--- src/rtl/easyaxi_define.sv ---
// Shared EASYAXI channel widths and encodings; include-guarded so every user can pull it in.
`ifndef EASYAXI_DEFINE_SV
`define EASYAXI_DEFINE_SV

`define AXI_ID_W         4
`define AXI_ADDR_W       32
`define AXI_LEN_W        8
`define AXI_SIZE_W       3
`define AXI_BURST_W      2
`define AXI_DATA_W       32
`define AXI_RESP_W       2

`define AXI_BURST_FIXED  2'b00
`define AXI_BURST_INCR   2'b01
`define AXI_BURST_WRAP   2'b10

`define AXI_RESP_OKAY    2'b00
`define AXI_RESP_EXOKAY  2'b01
`define AXI_RESP_SLVERR  2'b10
`define AXI_RESP_DECERR  2'b11

`endif

--- src/rtl/easyaxi_rd_arb_pkg.sv ---
// Common widths and helpers for the EASYAXI read arbiter, derived from the shared AXI defines.
`include "easyaxi_define.sv"

package easyaxi_rd_arb_pkg;

  localparam int ID_W    = `AXI_ID_W;
  localparam int ADDR_W  = `AXI_ADDR_W;
  localparam int LEN_W   = `AXI_LEN_W;
  localparam int SIZE_W  = `AXI_SIZE_W;
  localparam int BURST_W = `AXI_BURST_W;
  localparam int DATA_W  = `AXI_DATA_W;
  localparam int RESP_W  = `AXI_RESP_W;

  localparam logic [BURST_W-1:0] BURST_INCR  = `AXI_BURST_INCR;
  localparam logic [RESP_W-1:0]  RESP_OKAY   = `AXI_RESP_OKAY;
  localparam logic [RESP_W-1:0]  RESP_SLVERR = `AXI_RESP_SLVERR;

  // Next master index after idx, wrapping to 0 at num.
  function automatic int wrap_inc(input int idx, input int num);
    return (idx + 1 >= num) ? 0 : idx + 1;
  endfunction

endpackage

--- src/rtl/easyaxi_arb_picker.sv ---
// Combinational request picker: round-robin from start when EASYAXI_RD_ARB_RR_EN is defined,
// lowest asserted index otherwise. Zero latency, no state.
module easyaxi_arb_picker #(
  parameter int NUM_MST   = 2,
  parameter int MST_IDX_W = 1
) (
  input  logic [NUM_MST-1:0]   req,
  input  logic [MST_IDX_W-1:0] start,
  output logic [MST_IDX_W-1:0] grant,
  output logic                 vld
);

`ifdef EASYAXI_RD_ARB_RR_EN
  // Walk offsets from the far end so the closest request to start is written last and wins.
  always_comb begin
    int idx;
    grant = '0;
    vld   = 1'b0;
    idx   = 0;
    for (int off = NUM_MST - 1; off >= 0; off--) begin
      idx = int'(start) + off;
      if (idx >= NUM_MST) idx = idx - NUM_MST;
      if (req[idx]) begin
        grant = MST_IDX_W'(idx);
        vld   = 1'b1;
      end
    end
  end
`else
  logic start_unused;
  assign start_unused = ^start;

  always_comb begin
    grant = '0;
    vld   = 1'b0;
    for (int i = NUM_MST - 1; i >= 0; i--) begin
      if (req[i]) begin
        grant = MST_IDX_W'(i);
        vld   = 1'b1;
      end
    end
  end
`endif

endmodule

--- src/rtl/easyaxi_rd_arb.sv ---
// Shares one EASYAXI read slave among NUM_MST masters, one burst at a time; 1-cycle arbitration,
// AR/R paths combinational. Round-robin with EASYAXI_RD_ARB_RR_EN, fixed priority otherwise.
`include "easyaxi_define.sv"

module easyaxi_rd_arb
  import easyaxi_rd_arb_pkg::*;
#(
  parameter int NUM_MST   = 2,
  parameter int MST_IDX_W = 1
) (
  input  logic                        clk,
  input  logic                        rst,
  input  logic [NUM_MST-1:0]          m_arvalid,
  output logic [NUM_MST-1:0]          m_arready,
  input  logic [NUM_MST*ID_W-1:0]     m_arid,
  input  logic [NUM_MST*ADDR_W-1:0]   m_araddr,
  input  logic [NUM_MST*LEN_W-1:0]    m_arlen,
  input  logic [NUM_MST*SIZE_W-1:0]   m_arsize,
  input  logic [NUM_MST*BURST_W-1:0]  m_arburst,
  output logic [NUM_MST-1:0]          m_rvalid,
  input  logic [NUM_MST-1:0]          m_rready,
  output logic [DATA_W-1:0]           m_rdata,
  output logic [RESP_W-1:0]           m_rresp,
  output logic                        m_rlast,
  output logic                        s_arvalid,
  input  logic                        s_arready,
  output logic [ID_W-1:0]             s_arid,
  output logic [ADDR_W-1:0]           s_araddr,
  output logic [LEN_W-1:0]            s_arlen,
  output logic [SIZE_W-1:0]           s_arsize,
  output logic [BURST_W-1:0]          s_arburst,
  input  logic                        s_rvalid,
  output logic                        s_rready,
  input  logic [DATA_W-1:0]           s_rdata,
  input  logic [RESP_W-1:0]           s_rresp,
  input  logic                        s_rlast,
  output logic                        arb_busy,
  output logic [MST_IDX_W-1:0]        arb_grant
);

  localparam logic [1:0] ST_IDLE = 2'd0;
  localparam logic [1:0] ST_ADDR = 2'd1;
  localparam logic [1:0] ST_DATA = 2'd2;

  typedef enum logic [1:0] {
    IDLE = ST_IDLE,
    ADDR = ST_ADDR,
    DATA = ST_DATA
  } state_e;

  state_e               state_r, state_nxt;
  logic [MST_IDX_W-1:0] grant_r, grant_nxt;
  logic [MST_IDX_W-1:0] pick_start, pick_idx;
  logic                 pick_vld;
  logic                 r_done;

  easyaxi_arb_picker #(
    .NUM_MST   (NUM_MST),
    .MST_IDX_W (MST_IDX_W)
  ) u_picker (
    .req   (m_arvalid),
    .start (pick_start),
    .grant (pick_idx),
    .vld   (pick_vld)
  );

  assign r_done = (state_r == DATA) && s_rvalid && m_rready[grant_r] && s_rlast;

`ifdef EASYAXI_RD_ARB_RR_EN
  logic [MST_IDX_W-1:0] rr_ptr_r, rr_ptr_nxt;

  always_comb begin
    rr_ptr_nxt = rr_ptr_r;
    if (r_done) rr_ptr_nxt = MST_IDX_W'(wrap_inc(int'(grant_r), NUM_MST));
  end

  always_ff @(posedge clk or posedge rst) begin
    if (rst) rr_ptr_r <= '0;
    else     rr_ptr_r <= rr_ptr_nxt;
  end

  assign pick_start = rr_ptr_r;
`else
  assign pick_start = '0;
`endif

  always_ff @(posedge clk or posedge rst) begin
    if (rst) begin
      state_r <= IDLE;
      grant_r <= '0;
    end else begin
      state_r <= state_nxt;
      grant_r <= grant_nxt;
    end
  end

  // Handshake qualifiers only open in the state that owns them; stray slave RVALID is ignored.
  always_comb begin
    state_nxt = state_r;
    grant_nxt = grant_r;
    s_arvalid = 1'b0;
    s_rready  = 1'b0;
    m_arready = '0;
    m_rvalid  = '0;
    case (state_r)
      IDLE: begin
        if (pick_vld) begin
          grant_nxt = pick_idx;
          state_nxt = ADDR;
        end
      end
      ADDR: begin
        s_arvalid          = m_arvalid[grant_r];
        m_arready[grant_r] = s_arready;
        if (m_arvalid[grant_r] && s_arready) state_nxt = DATA;
      end
      DATA: begin
        m_rvalid[grant_r] = s_rvalid;
        s_rready          = m_rready[grant_r];
        if (r_done) state_nxt = IDLE;
      end
      default: state_nxt = IDLE;
    endcase
  end

  assign s_arid    = m_arid[int'(grant_r)*ID_W +: ID_W];
  assign s_araddr  = m_araddr[int'(grant_r)*ADDR_W +: ADDR_W];
  assign s_arlen   = m_arlen[int'(grant_r)*LEN_W +: LEN_W];
  assign s_arsize  = m_arsize[int'(grant_r)*SIZE_W +: SIZE_W];
  assign s_arburst = m_arburst[int'(grant_r)*BURST_W +: BURST_W];

  assign m_rdata   = s_rdata;
  assign m_rresp   = s_rresp;
  assign m_rlast   = s_rlast;

  assign arb_busy  = (state_r != IDLE);
  assign arb_grant = grant_r;

endmodule

--- config.mk ---
export PLATFORM = sky130hd
export DESIGN_NAME = easyaxi_rd_arb
export DESIGN_NICKNAME = d
export VERILOG_FILES = /design/src/rtl/easyaxi_rd_arb_pkg.sv /design/src/rtl/easyaxi_arb_picker.sv /design/src/rtl/easyaxi_rd_arb.sv
export VERILOG_INCLUDE_DIRS = /design/src /design/src/rtl
export SDC_FILE = /design/constraint.sdc
export NUM_CORES = 1
export LEC_CHECK = 0
export BUFFER_PORTS_ARGS = -buffer_cell sky130_fd_sc_hd__buf_2
export CORE_AREA = 2 2 91 93
export DETAILED_ROUTE_END_ITERATION = 16
export DIE_AREA = 0 0 93 95
export GPL_TIMING_DRIVEN = 0
export HOLD_SLACK_MARGIN = 0.08
export PLACE_DENSITY = 0.62
export SYNTH_ARGS = -nofsm -noshare
export SYNTH_HDL_FRONTEND = slang
export SYNTH_HIERARCHICAL = 1
export SYNTH_SLANG_ARGS = --single-unit
--- constraint.sdc ---
create_clock -name clk -period 2.35 [get_ports clk]
set_input_delay 0.235 -clock clk [delete_from_list [all_inputs] [get_ports clk]]
set_output_delay 0.235 -clock clk [all_outputs]
set_load 0.005 [all_outputs]
-- Word level (Yosys, flattened, before mapping)
Cells that the tools add are included.
- output and inout port bits: 92
- bits in registers: 3
- bits of input ports: 141
- logic and storage cells: 43
- $lt $le $gt $ge: 2
- shift operators: 5
- mux-type cells: 17
- equal/unequal tests: 5
- bitwise gates (word level): 2
- reductions and logical operators: 9
- multiply operators: 1
- operators with widths (cell ; number):
    $shiftx 64x7->32 ; 1
    $shiftx 16x5->8 ; 1
    $mux 1 ; 10
    $mux 2 ; 5
    $shiftx 8x4->4 ; 1
    $ne 2x2->1 const B ; 3
    $pmux 2 s3 ; 1
    $shiftx 6x4->3 ; 1
    $logic_and 1x1->1 ; 5
    $and 2x2->2 ; 2
    $shiftx 4x3->2 ; 1
    $mul 1x2->3 const B ; 1
    $reduce_and 3->1 ; 1
    $eq 2x1->1 const B ; 1
    $eq 2x2->1 const B ; 1
    $logic_not 2->1 ; 1
    $lt 1x2->1 const B ; 1
    $reduce_and 2->1 ; 1
    $reduce_bool 2->1 ; 1
    $demux 1 s1 ; 1
    $ge 1x1->1 const B ; 1

-- Logic depth before layout (Yosys ltp)
Gate-level depths: netlist (run 1).
- word-level depth: 6
- mapped depth: 4
- gate-level depth less buffers: 3

-- Modules after synthesis
The synthesis (run 1) kept the hierarchy.
- modules (own cells, without submodules) (module ; cells each ; area each (um^2) ; seq. area each (um^2) ; times used):
    easyaxi_rd_arb ; 113 ; 1087.3 ; 75.1 ; 1
    easyaxi_arb_picker ; 2 ; 12.5 ; 0.0 ; 1

-- Least setup slack after synthesis (run 1)
OpenSTA, ideal clock, no wires.
- kind: register to output
- start: register grant_r, in the netlist arb_grant
- end: output port s_araddr[12]
- stages on the path, launching flop included: 4
- data required time: 2.115 ns
- arrival: 1.055 ns
- setup slack: 1.060 ns
- buffers on the path: 2
- path through: dfrtp_1 > buf_6 > buf_2 > mux2_2
- word-level cells in the longest chain between the ends: 1
- ends and longest elaborated chain (element ; RTL line ; text):
    from (decl) ; easyaxi_rd_arb.sv:52 ; logic [MST_IDX_W-1:0] grant_r, grant_nxt;
    from (signal assigned) ; easyaxi_rd_arb.sv:93 ; grant_r <= grant_nxt;
    $shiftx 64x7->32 ; easyaxi_rd_arb.sv:127 ; assign s_araddr = m_araddr[int'(grant_r)*ADDR_W +: ADDR_W];
    to (decl) ; easyaxi_rd_arb.sv:28 ; output logic [ADDR_W-1:0] s_araddr,
Every way passes these cells.

-- Worst setup path after layout (run 1)
- start: register grant_r, in the netlist arb_grant
- end: output port s_araddr[13]
Same word-level chain as after synthesis.

==> results of run 1 <==
## critical path, cell delays in order (launching register included)
cell and delay, ps:
sky130_fd_sc_hd__dfrtp_1 430, sky130_fd_sc_hd__buf_6 200, sky130_fd_sc_hd__buf_2 260, sky130_fd_sc_hd__mux2_2 360, sky130_fd_sc_hd__buf_2 130
## metrics by stage
stage / util [%] / area (um^2) / std cells / total power [uW] / worst slack, ps
floorplan: - / 1100 / 114 / 722 / 1060
global placement: 28.0 / 2220 / 417 / 1160 / 746
detailed placement: 28.0 / 2220 / 417 / 1170 / 727
CTS: 28.7 / 2270 / 422 / 1340 / 486
global route: 28.7 / 2270 / 422 / 1430 / 431
finish: 28.7 / 2270 / 422 / 1320 / 521
## where the power goes
group	total, uW	internal (uW)	switching, uW
combinational	1040	630	414
sequential	122	74.4	47.2
clock	150	116	34.4
## final cells by class
type / count / share of cell area, %
plain buffers: 41 / 13.6
clock buffers: 4 / 1.98
repair buffers: 199 / 44.0
flip-flops and latches: 3 / 3.30
inverters: 2 / 0.330
multi-input cells: 68 / 31.0
well taps: 105 / 5.78
## sequential cells by signal, summed over array words and instances, names as in the netlist
| name | count |
|---|---|
| state_r | 2 |
| arb_grant | 1 |
## placed cells by master (no fill, tap or decap), drive strengths merged
master         n
nand3          1
and3           1
nor4bb         1
nor3b          1
and4b          2
o22ai          1
clkbuf         4
or2            1
buf          239
nor2           2
nand2          1
and3b          1
mux2          52
dfrtp          3
inv            2
a311oi         1
dlygate4sd3    1
nand2b         1
nor2b          2
## final timing paths
kind / start / end
worst max-delay path: arb_grant / s_araddr[13]
worst min-delay path: s_arready / state_r[0]
worst max register to register: arb_grant / state_r[0]
worst min register to register: state_r[1] / state_r[0]
max in group asynchronous: rst / state_r[1]
min in group asynchronous: rst / state_r[0]
## repair_timing
item,4_1_cts,5_1_grt
hold endpoints to repair,3,0
buffers inserted,0,0
endpoints found under the setup margin,0,0
hold buffers,1,0
## routing by layer
layer	share of wire, %	GRT usage [%]
met1	39	11.0
met2	50	16.6
met3	11	1.60
met4	0.43	3.31
met5	0	0
==> results.toml, run 1 <==
[drt]
drt_first_iter_violations = 20
finalWirelength_mm = 4.93
routed_wire_length_per_instance_um = 11.7
drt-vias-per-instance = 3.73
route.antenna.remaining_nets = 0
detailroute.via_count = 1573
drc = 0
drt_pass1_iterations = 4

[grt]
grt_first_pass_wirelength_mm = 6.26
via_count_of_the_first_global_routing_pass = 1299
grt_use_total_pct = 9.22
gr_overflow_total = 0
pin_count_of_the_biggest_net_entering_global_routing = 11
number_of_antenna_violations_at_the_first_check_in_global_routing = 0

[hold_path]
hold-path-cell-count = 2
timing.hold.worst.class = "in2reg"

[cts]
htree_levels = 1
worst_setup_hold_path_clk_slew_ps = 30
cts-buffers-inserted = 3
cts.root.buffer_cell = "sky130_fd_sc_hd__clkbuf_8"
cts.path.max_buffers = 2
tritoncts = "yes"
clock_sinks = 3
worst_skew_pair.late_latency_ps = 220
count_of_cells_resized_by_post_cts_repair = 0

[flow_run]
max-cap-violations = 0

[cells_and_area]
fillCellCount = 853
antenna_cells = 0
layout.area.seq_um2 = 75.1
final_net_count = 459
multi_input_area_um2 = 704
drive_gt1_share_pct = 93.1
area_growth_pct = 107

[placed_design]
port_buffers = 198
dp_hpwl_mm = 4.45
place_congestion = 0.639

[synthesis]
synth_warnings = 6
synthesis.instances = 114
postSynthAreaPerCell_um2 = 9.61
syn_area_um2 = 1100
mappedNetlistNets = 255

[floorplan]
boundaryPins = 233
placementRows = 33
die_area_um2 = 8840
initial_core_util_pct = 13.8
vertical_extent_of_the_die_um = 95
area_inside_the_core_boundary_um2 = 7930
chipWidth_um = 93

[sta]
final-setup-viol-count = 0
slew_headroom_pct = 82.2
fin_worst_skew_ps = 0.813
timing.final.max_slew_violations = 0
timing_hold_violations_final = 0
grt_setup_unrepaired = "no"
max_freq_mhz = 547
fin_crit_sh_pct = 77.8
totalNegativeSetupSlack_ps = 0
finalCriticalPeriod_ps = 1830
hold_ws_ps = 271
tightest_slew_ps = 264

[worst_setup_path]
cp.arrival_ps = 1590
r2r.worst_path.cells = 3
setup_slack_of_the_most_critical_reg_to_reg_path_ps = 1030
startpoint_type = "flip-flop"
path_max_fanout = 10
critical_path_required_ps = 2120
critical_path_class = "reg2out"
cp-end-kind = "output pin"

[power]
vdd_drop_max_uv = 244
cellPowerDensity_nw_per_um2 = 579
power.leakage_uw = 0.00131

[run_status]
run_status = "finished clean"
(Power assumes the default switching activity.)
==> run 2: changes to the inputs <==
--- a/config.mk
+++ b/config.mk
@@ -7,12 +7,12 @@
 export NUM_CORES = 1
 export LEC_CHECK = 0
 export BUFFER_PORTS_ARGS = -buffer_cell sky130_fd_sc_hd__buf_2
-export CORE_AREA = 2 2 91 93
+export CORE_AREA = 2 2 90 92
 export DETAILED_ROUTE_END_ITERATION = 16
-export DIE_AREA = 0 0 93 95
+export DIE_AREA = 0 0 92 94
 export GPL_TIMING_DRIVEN = 0
 export HOLD_SLACK_MARGIN = 0.08
-export PLACE_DENSITY = 0.62
+export PLACE_DENSITY = 0.65
 export SYNTH_ARGS = -nofsm -noshare
 export SYNTH_HDL_FRONTEND = slang
 export SYNTH_HIERARCHICAL = 1
==> constraint.sdc (replaced) <==
create_clock -name clk -period 1.6 [get_ports clk]
set_input_delay 0.16 -clock clk [delete_from_list [all_inputs] [get_ports clk]]
set_output_delay 0.16 -clock clk [all_outputs]
set_load 0.005 [all_outputs]
==> results.toml, run 2 (synthesized netlist as in run 1, its figures left out) <==
[flow_run]
max-cap-violations = 0

[worst_setup_path]
startpoint_type = "flip-flop"
critical_path_required_ps = 1440
r2r.worst_path.cells = 3
r2r_start = "arb_grant"
setup_slack_of_the_most_critical_reg_to_reg_path_ps = 380
path_max_fanout = 10
cp-end-kind = "output pin"
reg2reg_to = "state_r[0]"
critical_path_class = "reg2out"
critPathLaunch = "arb_grant"
cp.arrival_ps = 1380
critical_path.endpoint = "s_araddr[22]"

[cts]
htree_levels = 1
cts-buffers-inserted = 3
cts.root.buffer_cell = "sky130_fd_sc_hd__clkbuf_8"
worst_setup_hold_path_clk_slew_ps = 30
worst_skew_pair.late_latency_ps = 220
cts.path.max_buffers = 2
clock_sinks = 3
tritoncts = "yes"

[sta]
layout_setup_ws_ps = 55.3
slew_headroom_pct = 84.4
fin_crit_sh_pct = 96.5
grt_setup_unrepaired = "yes"
finalCriticalPeriod_ps = 1540
fin_worst_skew_ps = 1.94
totalNegativeSetupSlack_ps = 0
tightest_slew_ps = 231
max_freq_mhz = 647
timing_hold_violations_final = 0
final-setup-viol-count = 0
timing.final.max_slew_violations = 0

[grt]
via_count_of_the_first_global_routing_pass = 1426
pin_count_of_the_biggest_net_entering_global_routing = 11
grt_use_total_pct = 8.75
gr_overflow_total = 0
grt_first_pass_wirelength_mm = 6.25
number_of_antenna_violations_at_the_first_check_in_global_routing = 0

[drt]
finalWirelength_mm = 4.53
drt_pass1_iterations = 2
route.antenna.remaining_nets = 0
drt_first_iter_violations = 22
routed_wire_length_per_instance_um = 10.8
detailroute.via_count = 1590
drc = 0
drt-vias-per-instance = 3.78

[floorplan]
die_area_um2 = 8650
vertical_extent_of_the_die_um = 94
initial_core_util_pct = 14.4
boundaryPins = 233
area_inside_the_core_boundary_um2 = 7610
placementRows = 32
chipWidth_um = 92

[cells_and_area]
largest_register_ff_count = 2
final_net_count = 461
drive_gt1_share_pct = 93.1
final_cell_mix = "198 x sky130_fd_sc_hd__buf_2, 51 x sky130_fd_sc_hd__mux2_2, 37 x sky130_fd_sc_hd__buf_4"
antenna_cells = 0
area_growth_pct = 111
layout.area.seq_um2 = 75.1
regMostFlops = "state_r"
stdcell_area_um2 = 2310
fin_cells = 421
fillCellCount = 817
layout_commonest_cell = "sky130_fd_sc_hd__buf_2"
multi_input_area_um2 = 704

[placed_design]
port_buffers = 198
place.detailed.instances = 414
placedInstanceArea_um2 = 2210
place_congestion = 0.722
dp_hpwl_mm = 4.11
place_worst_setup_slack_ps = 125

[hold_path]
timing.hold.worst.class = "in2reg"
hold-path-cell-count = 2

[run_status]
run_status = "finished clean"

[power]
vdd_drop_max_uv = 369
design_power_total_uw = 1970
power.leakage_uw = 0.00132
cellPowerDensity_nw_per_um2 = 855
==> run 2: worst max-delay path: stages (launching register included) <==
cell and delay [ps]:
sky130_fd_sc_hd__dfrtp_1 350, sky130_fd_sc_hd__buf_6 170, sky130_fd_sc_hd__buf_6 170, sky130_fd_sc_hd__mux2_2 340
sky130_fd_sc_hd__buf_2 140
==> run 2: timing repair <==
action,in CTS,in global routing
hold endpoints to repair,3,0
buffers inserted,2,0
resized for setup,5,2
hold buffers,1,0
endpoints found under the setup margin,46,7
==> run 2: through the flow <==
stage          utilization [%]  hold slack (ps)
2_1_floorplan                -            -86.4
3_3_place_gp              29.1             30.4
3_5_place_dp              29.1             29.7
4_1_cts                   30.3              195
5_1_grt                   30.4              208
6_report                  30.4              198
==> run 2: cell type report <==
type                    count  area share, %
plain buffers              41           14.5
clock buffers               4           1.95
inverters                   2          0.325
multi-input cells          68           30.5
flip-flops and latches      3           3.25
well taps                 102           5.53
repair buffers            201           44.0
==> run 2: layer usage <==
layer	vias up	track usage (%)	wire (um)
met2	114	17.5	2440
met3	4	2.09	538
li1	778	-	-
met1	694	9.09	1530
met4	0	2.24	29
met5	-	0	0
==> run 2: how the worst min path moves through the flow <==
| stage | start | end | slack [ps] |
|---|---|---|---|
| detailed placement | rst | arb_grant | 30 |
| CTS | s_arready | state_r[0] | 200 |
| global placement | rst | arb_grant | 30 |
| global route | s_arready | state_r[0] | 210 |
| floorplan | rst | arb_grant | -90 |
| finish | s_arready | state_r[0] | 200 |
==> run 2: where the power goes <==
| part | switching (uW) | leakage (uW) | internal (uW) |
|---|---|---|---|
| Sequential | 55.5 | 0.0000371 | 109 |
| Combinational | 596 | 0.00126 | 992 |
| Clock | 50.8 | 0.0000228 | 170 |
